[config.mk]
export PLATFORM = sky130hd
export DESIGN_NAME = bin2bcd_engine_flat
export DESIGN_NICKNAME = d
export VERILOG_FILES = /design/src/rtl/conv_pkg.sv /design/src/rtl/bin2bcd_engine_if.sv /design/src/rtl/bcd_add3.sv /design/src/rtl/bin2bcd_engine.sv /design/src/flat_wrapper.sv
export SDC_FILE = /design/constraint.sdc
export NUM_CORES = 1
export LEC_CHECK = 0
export CAP_MARGIN = 20
export CORE_ASPECT_RATIO = 1.75
export CORE_MARGIN = 2
export CORE_UTILIZATION = 49
export DETAILED_ROUTE_END_ITERATION = 8
export PLACE_DENSITY_LB_ADDON = 0.3
export SLEW_MARGIN = 10
export SYNTH_ARGS = -nofsm -noshare
export SYNTH_HDL_FRONTEND = slang
export SYNTH_HIERARCHICAL = 1
export SYNTH_SLANG_ARGS = --single-unit
[constraint.sdc]
create_clock -name clk -period 1.6 [get_ports clk]
set_clock_uncertainty 0.2 [all_clocks]
set_input_delay 0.4 -clock clk [delete_from_list [all_inputs] [get_ports clk]]
set_output_delay 0.4 -clock clk [all_outputs]
set_load 0.01 [all_outputs]
[src/rtl/conv_pkg.sv]
// Shared definitions for the converter: top-level op codes and the
// conversion-engine state encodings.
package conv_pkg;

    localparam logic [2:0] OP_BIN2GRAY = 3'd0;
    localparam logic [2:0] OP_GRAY2BIN = 3'd1;
    localparam logic [2:0] OP_BIN2BCD  = 3'd2;
    localparam logic [2:0] OP_BCD2BIN  = 3'd3;
    localparam logic [2:0] OP_BIN2EX3  = 3'd4;
    localparam logic [2:0] OP_EX32BCD  = 3'd5;

    localparam logic [1:0] S_IDLE  = 2'd0;
    localparam logic [1:0] S_SHIFT = 2'd1;
    localparam logic [1:0] S_DONE  = 2'd2;

    typedef enum logic [1:0] {
        ST_IDLE  = S_IDLE,
        ST_SHIFT = S_SHIFT,
        ST_DONE  = S_DONE
    } eng_state_e;

    // Double-dabble digit correction: a digit of 5 or more would carry
    // past 9 after doubling, so pre-bias it by 3.
    function automatic logic [3:0] digit_add3(input logic [3:0] d);
        logic [3:0] r;
        if (d >= 4'd5) begin
            r = d + 4'd3;
        end else begin
            r = d;
        end
        return r;
    endfunction

endpackage

[src/rtl/bin2bcd_engine_if.sv]
// Engine start/done handshake bundle. The ovf signal exists only when
// BIN2BCD_OVF_EN is defined.
interface bin2bcd_engine_if #(
    parameter int BIN_W  = 8,
    parameter int DIGITS = 3
);
    logic                  start;
    logic [BIN_W-1:0]      bin_in;
    logic                  busy;
    logic                  done;
    logic [4*DIGITS-1:0]   bcd_out;
`ifdef BIN2BCD_OVF_EN
    logic                  ovf;

    modport master (output start, bin_in, input busy, done, bcd_out, ovf);
    modport slave  (input start, bin_in, output busy, done, bcd_out, ovf);
`else
    modport master (output start, bin_in, input busy, done, bcd_out);
    modport slave  (input start, bin_in, output busy, done, bcd_out);
`endif
endinterface

[src/rtl/bcd_add3.sv]
// Single-digit combinational add-3 corrector used by the double-dabble
// shift stage.
module bcd_add3
    import conv_pkg::*;
(
    input  logic [3:0] i_digit,
    output logic [3:0] o_digit
);

    // Correct one digit ahead of the shift
    always_comb begin
        o_digit = digit_add3(i_digit);
    end

endmodule

[src/rtl/bin2bcd_engine.sv]
// Sequential shift-and-add-3 binary-to-BCD engine, one bit per cycle.
// Optional overflow flag enabled by defining BIN2BCD_OVF_EN.
module bin2bcd_engine
    import conv_pkg::*;
#(
    parameter int BIN_W  = 8,
    parameter int DIGITS = 3
) (
    input  logic              clk,
    input  logic              rst,
    bin2bcd_engine_if.slave   eng
);

    localparam int ACC_W = 4 * DIGITS;
    localparam int CNT_W = $clog2(BIN_W + 1);

    eng_state_e         r_state;
    eng_state_e         w_state_nxt;
    logic               w_load;
    logic               w_shift_en;
    logic               w_last;
    logic               r_busy;
    logic               r_done;

    logic [BIN_W-1:0]   r_shift;
    logic [ACC_W-1:0]   r_acc;
    logic [ACC_W-1:0]   w_adj;
    logic [ACC_W-1:0]   w_acc_nxt;
    logic [CNT_W-1:0]   r_cnt;
    logic [ACC_W-1:0]   r_bcd;

    // State register plus Moore outputs registered from the next state
    always_ff @(posedge clk) begin
        if (rst) begin
            r_state <= ST_IDLE;
            r_busy  <= 1'b0;
            r_done  <= 1'b0;
        end else begin
            r_state <= w_state_nxt;
            r_busy  <= (w_state_nxt == ST_SHIFT);
            r_done  <= (w_state_nxt == ST_DONE);
        end
    end

    // Next-state and datapath control decode
    always_comb begin
        w_state_nxt = r_state;
        w_load      = 1'b0;
        w_shift_en  = 1'b0;
        w_last      = 1'b0;
        case (r_state)
            ST_IDLE: begin
                if (eng.start) begin
                    w_load      = 1'b1;
                    w_state_nxt = ST_SHIFT;
                end else begin
                    w_state_nxt = ST_IDLE;
                end
            end
            ST_SHIFT: begin
                w_shift_en = 1'b1;
                if (r_cnt == CNT_W'(1)) begin
                    w_last      = 1'b1;
                    w_state_nxt = ST_DONE;
                end else begin
                    w_state_nxt = ST_SHIFT;
                end
            end
            ST_DONE: begin
                w_state_nxt = ST_IDLE;
            end
            default: begin
                w_state_nxt = ST_IDLE;
            end
        endcase
    end

    for (genvar g = 0; g < DIGITS; g++) begin : g_digit
        bcd_add3 u_add3 (
            .i_digit (r_acc[4*g +: 4]),
            .o_digit (w_adj[4*g +: 4])
        );
    end

    // The top corrected bit falls off the accumulator; only the ovf tracker sees it.
    assign w_acc_nxt = {w_adj[ACC_W-2:0], r_shift[BIN_W-1]};

    // Shift register, accumulator, bit counter and result register
    always_ff @(posedge clk) begin
        if (rst) begin
            r_shift <= {BIN_W{1'b0}};
            r_acc   <= {ACC_W{1'b0}};
            r_cnt   <= {CNT_W{1'b0}};
            r_bcd   <= {ACC_W{1'b0}};
        end else if (w_load) begin
            r_shift <= eng.bin_in;
            r_acc   <= {ACC_W{1'b0}};
            r_cnt   <= CNT_W'(BIN_W);
        end else if (w_shift_en) begin
            r_shift <= {r_shift[BIN_W-2:0], 1'b0};
            r_acc   <= w_acc_nxt;
            r_cnt   <= r_cnt - CNT_W'(1);
            if (w_last) begin
                r_bcd <= w_acc_nxt;
            end
        end
    end

`ifdef BIN2BCD_OVF_EN
    logic r_ovf_trk;
    logic r_ovf;

    // Sticky record of any set bit lost off the top digit, published with the result
    always_ff @(posedge clk) begin
        if (rst) begin
            r_ovf_trk <= 1'b0;
            r_ovf     <= 1'b0;
        end else if (w_load) begin
            r_ovf_trk <= 1'b0;
        end else if (w_shift_en) begin
            r_ovf_trk <= r_ovf_trk | w_adj[ACC_W-1];
            if (w_last) begin
                r_ovf <= r_ovf_trk | w_adj[ACC_W-1];
            end
        end
    end

    assign eng.ovf = r_ovf;
`else
    logic w_unused_carry;
    assign w_unused_carry = w_adj[ACC_W-1];
`endif

    assign eng.busy    = r_busy;
    assign eng.done    = r_done;
    assign eng.bcd_out = r_bcd;

endmodule
[src/flat_wrapper.sv]
// flat-port wrapper written by rule: the top's interface ports become plain ports
module bin2bcd_engine_flat import conv_pkg::*;
#(
    parameter int BIN_W  = 8,
    parameter int DIGITS = 3
)
  (clk, rst, eng_start, eng_bin_in, eng_busy, eng_done, eng_bcd_out);
  bin2bcd_engine_if #(.BIN_W(BIN_W), .DIGITS(DIGITS)) eng_i ();
  input  logic clk;
  input  logic rst;
  input wire logic [$bits(eng_i.start)-1:0] eng_start;
  input wire logic [$bits(eng_i.bin_in)-1:0] eng_bin_in;
  output wire logic [$bits(eng_i.busy)-1:0] eng_busy;
  output wire logic [$bits(eng_i.done)-1:0] eng_done;
  output wire logic [$bits(eng_i.bcd_out)-1:0] eng_bcd_out;
  assign eng_i.start = eng_start;
  assign eng_i.bin_in = eng_bin_in;
  assign eng_busy = eng_i.busy;
  assign eng_done = eng_i.done;
  assign eng_bcd_out = eng_i.bcd_out;
  bin2bcd_engine #(.BIN_W(BIN_W), .DIGITS(DIGITS)) u_core (.clk(clk), .rst(rst), .eng(eng_i));
endmodule
==> metrics.md <==
| Metric | Value |
|---|---|
| Final WS setup | `-57.8 ps` |
| # H-tree levels | `2` |
| Die width | `50.6 um` |
| Critical path fanouts, max | `10` |
| Largest net degree at the start of global routing | `22` |
| Effective utilization at floorplan | `roughly half` |
| Die area | `4320 um^2` |
| DRT iter0 DRCs | `33` |
| Fin nets | `around 280` |
| Status | `finished with violations` |
| Final setup fails | `15` |
| Startpoint Class | `register` |
| Critical-path cell list | `inv_2 -> ha_4 -> nor3b_4 -> buf_6 -> a21oi_4 -> buf_12 -> a22o_2` |
| Post-DR vias/cell | `5.21` |
| Crit path max-delay family | `buffers and inverters` |
| Worst Hold Launch | `u_core/r_shift[7]$_SDFFE_PP0P_` |
| Wirelength per Cell | `roughly 13 um` |
| Worst-path clk slew | `70 ps` |
| Final Cell Area | `2660 um^2` |
| CTS sink count | `40` |
| # fillers | `284` |
| Vias in the first global route | `around 1600` |
| Final wirelength | `just over 4 mm` |
| Core area | `3630 um^2` |
| Slew Viols, Final | `0` |
| CTS root buf | `clkbuf_8` |
| Reg2Reg Launch Point | `u_core/r_cnt[1]$_SDFFE_PP0P_` |
| Ant diodes | `0` |
| # DRC | `0` |
| First-pass GRT wire length | `between 6 and 7 mm` |
| First drt pass iteration count | `4` |
| Area Overhead vs Synth | `43.0%` |
| CP Data Arrival Time | `roughly 1700 ps` |
| Site Rows | `29` |
| Min cycle time layout | `1660 ps` |
| GRT Overall Usage | `between 20 and 25%` |
| RSZ-0062 raised after global routing | `true` |
| Dpl ws | `-439 ps` |
| PwrDens | `738 nW/um^2` |
| DR vias | `1614` |
| Sequential cell area | `815 um^2` |
| Mean Syn Cell Area | `a little under 9 um^2` |
| Non-Filler Instances | `310` |
| Tcrit/Tclk final | `104%` |
| CP peak stage delay | `330 ps` |
| Util after Layout | `73.2%` |
| Worst path buffer plus inverter count | `3` |
| Achievable Freq | `between 0.6 and 0.7 GHz` |
| Crit path from | `u_core/r_cnt[1]$_SDFFE_PP0P_` |
| Most frequent cells in the layout | `34 x nand2_1, 33 x dfxtp_1, 28 x buf_4` |
| IO Pins | `25` |
| Most common cell after layout, fill and taps aside | `nand2_1` |
| Multi-input gate area | `around 1100 um^2` |
| Hold-fix buffers at CTS | `0` |
| Slowest CP cell | `dfxtp_2` |
| Proportion of layout cells with a drive suffix above 1 | `39.8%` |
| Post-Syn Area | `1860 um^2` |
| Placed Cells | `292` |
| Violated checks | `negative setup slack` |
| Max VDD drop | `about 660 uV` |
| Relative slew slack | `77.8%` |
| YS warnings | `6` |
| Global placement routability congestion | `0.761` |
| Setup tns final | `-653 ps` |
| Post-Place Cell Area | `roughly 2300 um^2` |
| Syn nets | `229` |
| Setup crit end kind | `register` |
| Initial antenna violation count | `0` |
| Total of max-cap violations | `0` |
| Hold Crit Class | `reg2reg` |
| CTS max path bufs | `2` |
| Worst-Margin Slew | `332 ps` |
| Leak Pwr | `1.11 nW` |
| Cells after Synth | `210` |
| Post-DP HPWL | `2.79 mm` |
| Worst-Skew Late Latency | `slightly below 300 ps` |
| Total grt overflow | `0` |
| Die H | `between 80 and 90 um` |
| Routed Antenna Nets | `0` |
| Kind of critical path | `reg2reg` |
| Required time worst endpoint | `roughly 1600 ps` |
| Cts bufs inserted | `5` |
| Hold Violations, Final | `0` |
| CTS tree | `done` |
| IO Port Bufs | `24` |
stage by stage:
step / power (mW) / hold slack (ps)
6_report: 1.96 / 267
5_1_grt: 2.05 / 296
4_1_cts: 1.98 / 265
3_5_place_dp: 1.33 / 252
3_3_place_gp: 1.32 / 240
2_1_floorplan: 1.22 / 236
path summary, 6_finish.rpt:
check	end	slack, ps	depth (start not counted)
hold / removal	u_core/r_acc[0]$_SDFFE_PP0P_	270	2
setup / recovery	u_core/eng.bcd_out[6]$_SDFFE_PP0P_	-60	7
setup reg to reg	u_core/eng.bcd_out[6]$_SDFFE_PP0P_	-60	7
hold reg to reg	u_core/r_acc[0]$_SDFFE_PP0P_	270	2
worst min-delay path, delay by kind of cell, from the launching register on:
kind             cells  cell delay [ps]
AO/OA/AOI/OAI        1               50
flip-flops           1              330
AND/OR/NAND/NOR      1               60
layout make-up:
type,instances,share of cell area [%]
Clock buffer,6,2.73
Timing Repair Buffer,59,20.3
Sequential cell,40,30.7
Multi-Input combinational cell,150,42.8
Inverter,8,1.13
Tap cell,46,2.17
Clock inverter,1,0.188
per-layer routing:
layer  track usage (%)  wire (um)  up-vias
met2              38.4       2340       37
li1                  -          -      815
met4              11.8         91        0
met3              3.70        115        9
met1              20.2       1510      753
met5                 0          0        -
power by group:
part           internal (mW)  leakage (nW)  switching, mW
Clock                  0.296        0.0410          0.329
Sequential              1.03         0.329         0.0255
Combinational          0.149         0.738          0.133
Total                   1.47          1.11          0.487
flip-flops by register name, summed over array words and instances, names as in the netlist:
signal	cells
u_core/eng.busy	1
u_core/r_cnt	4
u_core/eng.done	1
u_core/r_shift	8
u_core/r_acc	12
u_core/eng.bcd_out	12
u_core/r_state	2
repair_timing:
item | CTS | global route
gates resized for setup | 36 | 34
setup endpoints to repair | 49 | 24
buffers inserted | 7 | 4
pin swaps | 7 | 11
Note: power is estimated with default switching activity, not from simulation.
